$ cat src/rtl/spi_ram_ctrl.sv
// Byte RAM with a 2-bit command decoder, fed by the SPI slave's 10-bit parallel word.
// Read data is returned on dout/tx_valid; out-of-order commands are rejected with a cmd_err pulse.
module spi_ram_ctrl #(
  parameter int MEM_DEPTH = 256,
  parameter int ADDR_SIZE = 8,
  parameter int AUTO_INC  = 0
) (
  input  logic       clk,
  input  logic       rst_n,
  input  logic [9:0] din,
  input  logic       rx_valid,
  output logic [7:0] dout,
  output logic       tx_valid,
  output logic       cmd_err
);

  localparam logic [ADDR_SIZE:0]   DEPTH_L   = (ADDR_SIZE+1)'(MEM_DEPTH);
  localparam logic [ADDR_SIZE-1:0] LAST_ADDR = ADDR_SIZE'(MEM_DEPTH - 1);

  typedef enum logic {
    RD_NONE,
    RD_ARMED
  } rd_state_t;

  rd_state_t rd_state, rd_state_nxt;

  logic [7:0]           mem [MEM_DEPTH];
  logic                 rx_valid_q;
  logic                 accept;
  logic [1:0]           opcode;
  logic [ADDR_SIZE-1:0] addr;
  logic                 addr_ok;
  logic [ADDR_SIZE-1:0] wr_addr, wr_addr_nxt;
  logic [ADDR_SIZE-1:0] rd_addr, rd_addr_nxt;
  logic                 wr_addr_vld, wr_addr_vld_nxt;
  logic                 mem_we;
  logic                 rd_fire;
  logic                 err_nxt;

  assign accept  = rx_valid & ~rx_valid_q;
  assign opcode  = din[9:8];
  assign addr    = din[ADDR_SIZE-1:0];
  assign addr_ok = ({1'b0, addr} < DEPTH_L);

  always_comb begin
    rd_state_nxt    = rd_state;
    wr_addr_nxt     = wr_addr;
    rd_addr_nxt     = rd_addr;
    wr_addr_vld_nxt = wr_addr_vld;
    mem_we          = 1'b0;
    rd_fire         = 1'b0;
    err_nxt         = 1'b0;
    if (accept) begin
      unique case (opcode)
        2'b00: begin
          if (addr_ok) begin
            wr_addr_nxt     = addr;
            wr_addr_vld_nxt = 1'b1;
          end else begin
            err_nxt = 1'b1;
          end
        end
        2'b01: begin
          if (wr_addr_vld) begin
            mem_we = 1'b1;
            if (AUTO_INC != 0) begin
              wr_addr_nxt = (wr_addr == LAST_ADDR) ? '0 : wr_addr + ADDR_SIZE'(1);
            end
          end else begin
            err_nxt = 1'b1;
          end
        end
        2'b10: begin
          if (addr_ok) begin
            rd_addr_nxt  = addr;
            rd_state_nxt = RD_ARMED;
          end else begin
            err_nxt = 1'b1;
          end
        end
        default: begin
          if (rd_state == RD_ARMED) begin
            rd_fire      = 1'b1;
            rd_state_nxt = RD_NONE;
          end else begin
            err_nxt = 1'b1;
          end
        end
      endcase
    end
  end

  always_ff @(posedge clk or negedge rst_n) begin
    if (!rst_n) begin
      rx_valid_q  <= 1'b0;
      rd_state    <= RD_NONE;
      wr_addr     <= '0;
      rd_addr     <= '0;
      wr_addr_vld <= 1'b0;
      cmd_err     <= 1'b0;
      tx_valid    <= 1'b0;
      dout        <= '0;
    end else begin
      rx_valid_q  <= rx_valid;
      rd_state    <= rd_state_nxt;
      wr_addr     <= wr_addr_nxt;
      rd_addr     <= rd_addr_nxt;
      wr_addr_vld <= wr_addr_vld_nxt;
      cmd_err     <= err_nxt;
      // Any accepted command ends the previous read's tx_valid window.
      if (rd_fire) begin
        tx_valid <= 1'b1;
        dout     <= mem[rd_addr];
      end else if (accept) begin
        tx_valid <= 1'b0;
      end
    end
  end

  // Storage has no reset so contents survive rst_n.
  always_ff @(posedge clk) begin
    if (mem_we) begin
      mem[wr_addr] <= din[7:0];
    end
  end

endmodule

$ cat config.mk
export PLATFORM = sky130hd
export DESIGN_NAME = spi_ram_ctrl
export DESIGN_NICKNAME = d
export VERILOG_FILES = /design/src/rtl/spi_ram_ctrl.sv
export SDC_FILE = /design/constraint.sdc
export NUM_CORES = 2
export LEC_CHECK = 0
export ABC_CLOCK_PERIOD_IN_PS = 4300
export CAP_MARGIN = 10
export CORE_UTILIZATION = 35
export CTS_BUF_LIST = sky130_fd_sc_hd__clkbuf_8
export DETAILED_ROUTE_END_ITERATION = 10
export PLACE_DENSITY = 0.51
export SLEW_MARGIN = 5
export SYNTH_ARGS = -nofsm -noshare
export SYNTH_HDL_FRONTEND = slang
export SYNTH_SLANG_ARGS = --single-unit
$ cat constraint.sdc
create_clock -name clk -period 4.3 [get_ports clk]
set_input_delay 0.645 -clock clk [delete_from_list [all_inputs] [get_ports clk]]
set_output_delay 0.645 -clock clk [all_outputs]
set_load 0.05 [all_outputs]
# Yosys cells after proc, flatten, opt, wreduce, memory -nomap -nowiden
# Memory sizes are Yosys's and may differ from the RTL's. A register that Yosys moved wholly into a read port is not among the register bits.
# Index checks and enable logic that the tools add are counted.
[classes]
n_div = 0
muxes = 15
n_reduce_logical = 9
mul = 0
n_eq_ne = 2
bitwise_logic = 3
add_sub_neg = 0
shift = 0
magnitude_cmp = 0
[op_table]
columns = ["cell", "n"]
rows = [
  ["1-bit 2-to-1 mux", 13],
  ["2-bit AND reduction", 3],
  ["1-bit one-hot mux with 2 select lines", 2],
  ["2-bit OR reduction", 2],
  ["3-bit OR reduction", 1],
  ["2-bit by 1-bit equality test with 1-bit output, second input constant", 1],
  ["2-bit equality test, second input constant", 1],
  ["2-bit logical NOT", 1],
  ["1-bit NOT", 2],
  ["2-bit nonzero test", 1],
  ["1-bit AND", 1],
  ["1-bit logical NOT", 1],
]
[totals]
inputBits = 13
romBits = 0
out_inout_bits = 10
latch_bits = 0
register_bits = 21
elab_cells = 37
memories = 1
ramBits = 2048
[mem_list]
columns = ["memory", "words", "width", "rd", "rd_clocked_by_memory_dff", "wr", "line", "text"]
rows = [
  ["mem", 256, 8, 1, 1, 1, "27", "logic [7:0] mem [MEM_DEPTH];"],
]

# Longest topological paths before layout
[logic_depth]
word_depth = 5
ltp_mapped = 12
ltp_nobuf = 7

# Least setup slack after synthesis
# No wires, ideal clock.
[synth_timing]
path_kind = "in2reg"
startpoint = "input rx_valid"
endpoint = "memory mem[221][0] (enable)"
setup_time_ps = 370
arrival_ps = 2221
path_slack_ps = 1709
required_ps = 3930
cell_stages = 6
path_buffers = 1
cell_sequence = "nor2b_1 -> nand3_1 -> nor3b_1 -> nand3_1 -> clkbuf_1 -> nor2_1"
[synth_via]
elab_chain_len = 4
[synth_rtl]
columns = ["element", "line", "text"]
rows = [
  ["start: declaration", "11", "input logic rx_valid,"],
  ["1-bit AND", "40", "assign accept = rx_valid & ~rx_valid_q;"],
  ["1-bit 2-to-1 mux", "53", "if (accept) begin"],
  ["1-bit 2-to-1 mux", "122", "if (mem_we) begin"],
  ["1-bit 2-to-1 mux (not written as such)", "123", "mem[wr_addr] <= din[7:0];"],
  ["end: declaration", "27", ""],
]
# Every way passes these cells.

==> results by group <==
Outcome
  • Status: complete, no violations

Timing
  • Setup Skew: 0.0779 ns
  • Relative slew margins: 0.172
  • Worst setup margin: 0.0934 ns
  • Final hold slack: 0.0938 ns
  • Final Setup Violations: 0
  • Pins Over Slew Limit: 0
  • Worst-margin pin slew: 1.24 ns
  • Final Hold Viols: 0
  • RSZ-0062 raised after global routing: false
  • Fin crit share: 0.978
  • Min Tclk post-route: 4.21 ns
  • Max Freq: 238 MHz

Logic synthesis
  • Cell count after synthesis: 4051
  • Sequential fraction of the synthesis area: 0.767
  • Ranking of synthesized cells by area: edfxtp_1 76%, mux4_2 8.9%, mux2i_1 3.9%
  • Synthesized area: 81100 sq um
  • Post-synth cell types: 65
  • Post-synth top cells: 2048 x edfxtp_1, 320 x mux4_2, 318 x mux2i_1, 285 x nor2_1, 166 x nand2_1
  • Yosys Warn Count: 0
  • Yosys top cell by area: edfxtp_1
  • Synth Register Bits: 2077
  • Primary FF master, synth: edfxtp_1
  • Top-count cell post-synth: edfxtp_1
  • Mapped Nets: 4064
  • Ys async rst share: 0.0140
  • Area share of the largest cell type after synthesis: 0.758
  • Post-synth EDFFs: 2048
  • Post-Syn Area per Cell: 20.0 sq um

Placed design
  • Detailed placement HPWL: 146000 um
  • GP Congestion: 0.859
  • Pre-CTS setup slack: 0.151 ns
  • PortBufs: 22
  • Placed Instances: 7220

Die
  • Starting Density: 0.353
  • Die X: 483 um
  • Die Y: 483 um
  • Rows: 176
  • Core region area: 230000 sq um
  • Die ar.: 234000 sq um
  • I/O pin cnt: 23

Global route
  • Initial antenna violation count: 7
  • First-pass GRT wire length: 330000 um
  • Global route overflow: 0
  • Vias in the first global route: 43171
  • Global Route Usage Sum: 0.199
  • Largest net degree at the start of global routing: 113

Clock network
  • Post-CTS Setup Repair Bufs: 0
  • CTS clk-pin slew, worst paths: 0.06 ns
  • Clock buffer depth: 4
  • Htree depth: 5
  • Root buf cell: clkbuf_8
  • CTS tree: yes
  • Worst-skew pair later-pin latency: 1.07 ns
  • Total CTS buffers: 367
  • Post-CTS Resized: 0
  • Sink Count: 2077

Power and ir drop
  • Static Leak: 30.1 nW
  • Pwr dens: 497 nW/um^2
  • Peak VDD IR: 0.000379 V
  • Final Power: 46.3 mW

Finish
  • Fill cells: 20526
  • Sequential cell area: 62200 sq um
  • Multi-input gate area: 17300 sq um
  • Layout Nets: 4577
  • Fin cells: 7853
  • Area Growth Syn to Fin: 14.9%
  • Share of layout cells above drive strength 1: 0.242
  • Final design utilization: 0.405

Critical path
  • Arr. time, crit path: 5.12 ns
  • CP required: 5.21 ns
  • WS Path Type: flop to flop
  • R2R cell count: 9
  • Crit path launch type: flop
  • Worst Setup End Kind: flop
  • Critical path peak fanout: 27

Routing
  • DR iter-0 viols: 4489
  • DRT Wirelength: 234000 um
  • Number of vias per cell: 5.38
  • DRC Markers: 0
  • Initial DRT Pass Iterations: 5
  • Antenna-violating nets left: 0
  • Via count: 42269
  • Routed len/inst: 29.8 um

Worst hold path
  • Hold Crit Class: input pin to flop
  • Hold Path Depth: 1

Job
  • MaxCap Viol Count: 0
-- cell usage in the layout, fill, tap and decap left out, types with 12 or more instances in the layout --
cell	n
a21oi_1	68
dfrtp_1	25
a22oi_1	42
nand2_1	166
nand3_1	30
clkdlybuf4s50_1	13
clkinv_2	31
a22o_1	13
nor2_1	284
nor4_1	13
o21ai_0	36
clkinv_1	90
clkbuf_8	377
a211oi_1	35
inv_1	116
mux4_2	320
o22ai_1	111
edfxtp_1	2048
mux2_2	22
a2111oi_0	17
nor2b_1	12
mux4_1	38
mux2i_1	318
buf_12	40
o221ai_1	55
buf_4	326
nor3_1	27
-- metrics by stage --
step                area (sq um)  TNS, ns
floorplan                  81100        0
CTS                        93200        0
global route               93200        0
global placement           86800   -0.261
finish                     93200        0
detailed placement         86800        0
-- registers in the layout (all words and copies together) (netlist names) --
register	flops
mem	2048
rd_addr	8
cmd_err	1
wr_addr_vld	1
dout	8
wr_addr	8
rx_valid_q	1
rd_state	1
tx_valid	1
-- power by group --
part / internal [mW] / switching, mW / total [mW]
registers: 22.3 / 0.325 / 22.6
clock network: 8.42 / 7.99 / 16.4
logic: 2.70 / 4.56 / 7.26
-- critical path, cell delays in order, from the launching register on --
cell       delay (ns)
dfrtp_4          0.97
buf_12           0.31
buf_12           0.24
mux4_1           0.56
a22o_1           0.28
a2111oi_1        0.97
buf_4            0.24
nor4_1           0.05
nand3_1          0.23
o211ai_1         0.13
-- cells by family (layout without fill, tap and decap cells) --
| logic type | count (synthesis) | after routing | share of synthesized area |
|---|---|---|---|
| other cells | 0 | 6 | 0 |
| simple gates | 596 | 596 | 0.0316 |
| flops | 2077 | 2077 | 0.767 |
| buf+inv | 249 | 1019 | 0.0209 |
| compound gates | 431 | 431 | 0.0371 |
| mux | 698 | 698 | 0.143 |
-- layout make-up --
class / instances / area share
Tap cell: 3026 / 0.0406
Clock buffer: 373 / 0.0551
Clock inverter: 253 / 0.0131
Timing Repair Buffer: 390 / 0.0378
Sequential cell: 2077 / 0.668
Inverter: 3 / 0.000148
Antenna cell: 6 / 0.000161
Multi-Input combinational cell: 1725 / 0.185
-- worst paths after layout --
| path | startpoint | end | slack [ns] |
|---|---|---|---|
| worst min-delay path | din[4] | mem[173][4] | 0.09 |
| worst max-delay path | rd_addr[0] | dout[7] | 0.09 |
| max in group asynchronous | rst_n | rd_addr[1] | 3.34 |
| min in group asynchronous | rst_n | dout[3] | 0.28 |
| worst min register to register | wr_addr_vld | wr_addr_vld | 0.49 |
| worst max register to register | rd_addr[0] | dout[7] | 0.09 |
-- metal layers --
layer | share of wire | track usage | up-vias
met5 | 0 | 0 | -
met2 | 0.47 | 0.312 | 1513
met4 | 0.029 | 0.0655 | 0
met3 | 0.066 | 0.0421 | 340
met1 | 0.43 | 0.274 | 22620
li1 | - | - | 17796
-- what timing repair did --
action / in CTS / in global routing
endpoints found under the hold margin: 29 / 0
setup endpoints to repair: 0 / 0
hold buffers: 1 / 0
Power figures use the tool's default switching activity.
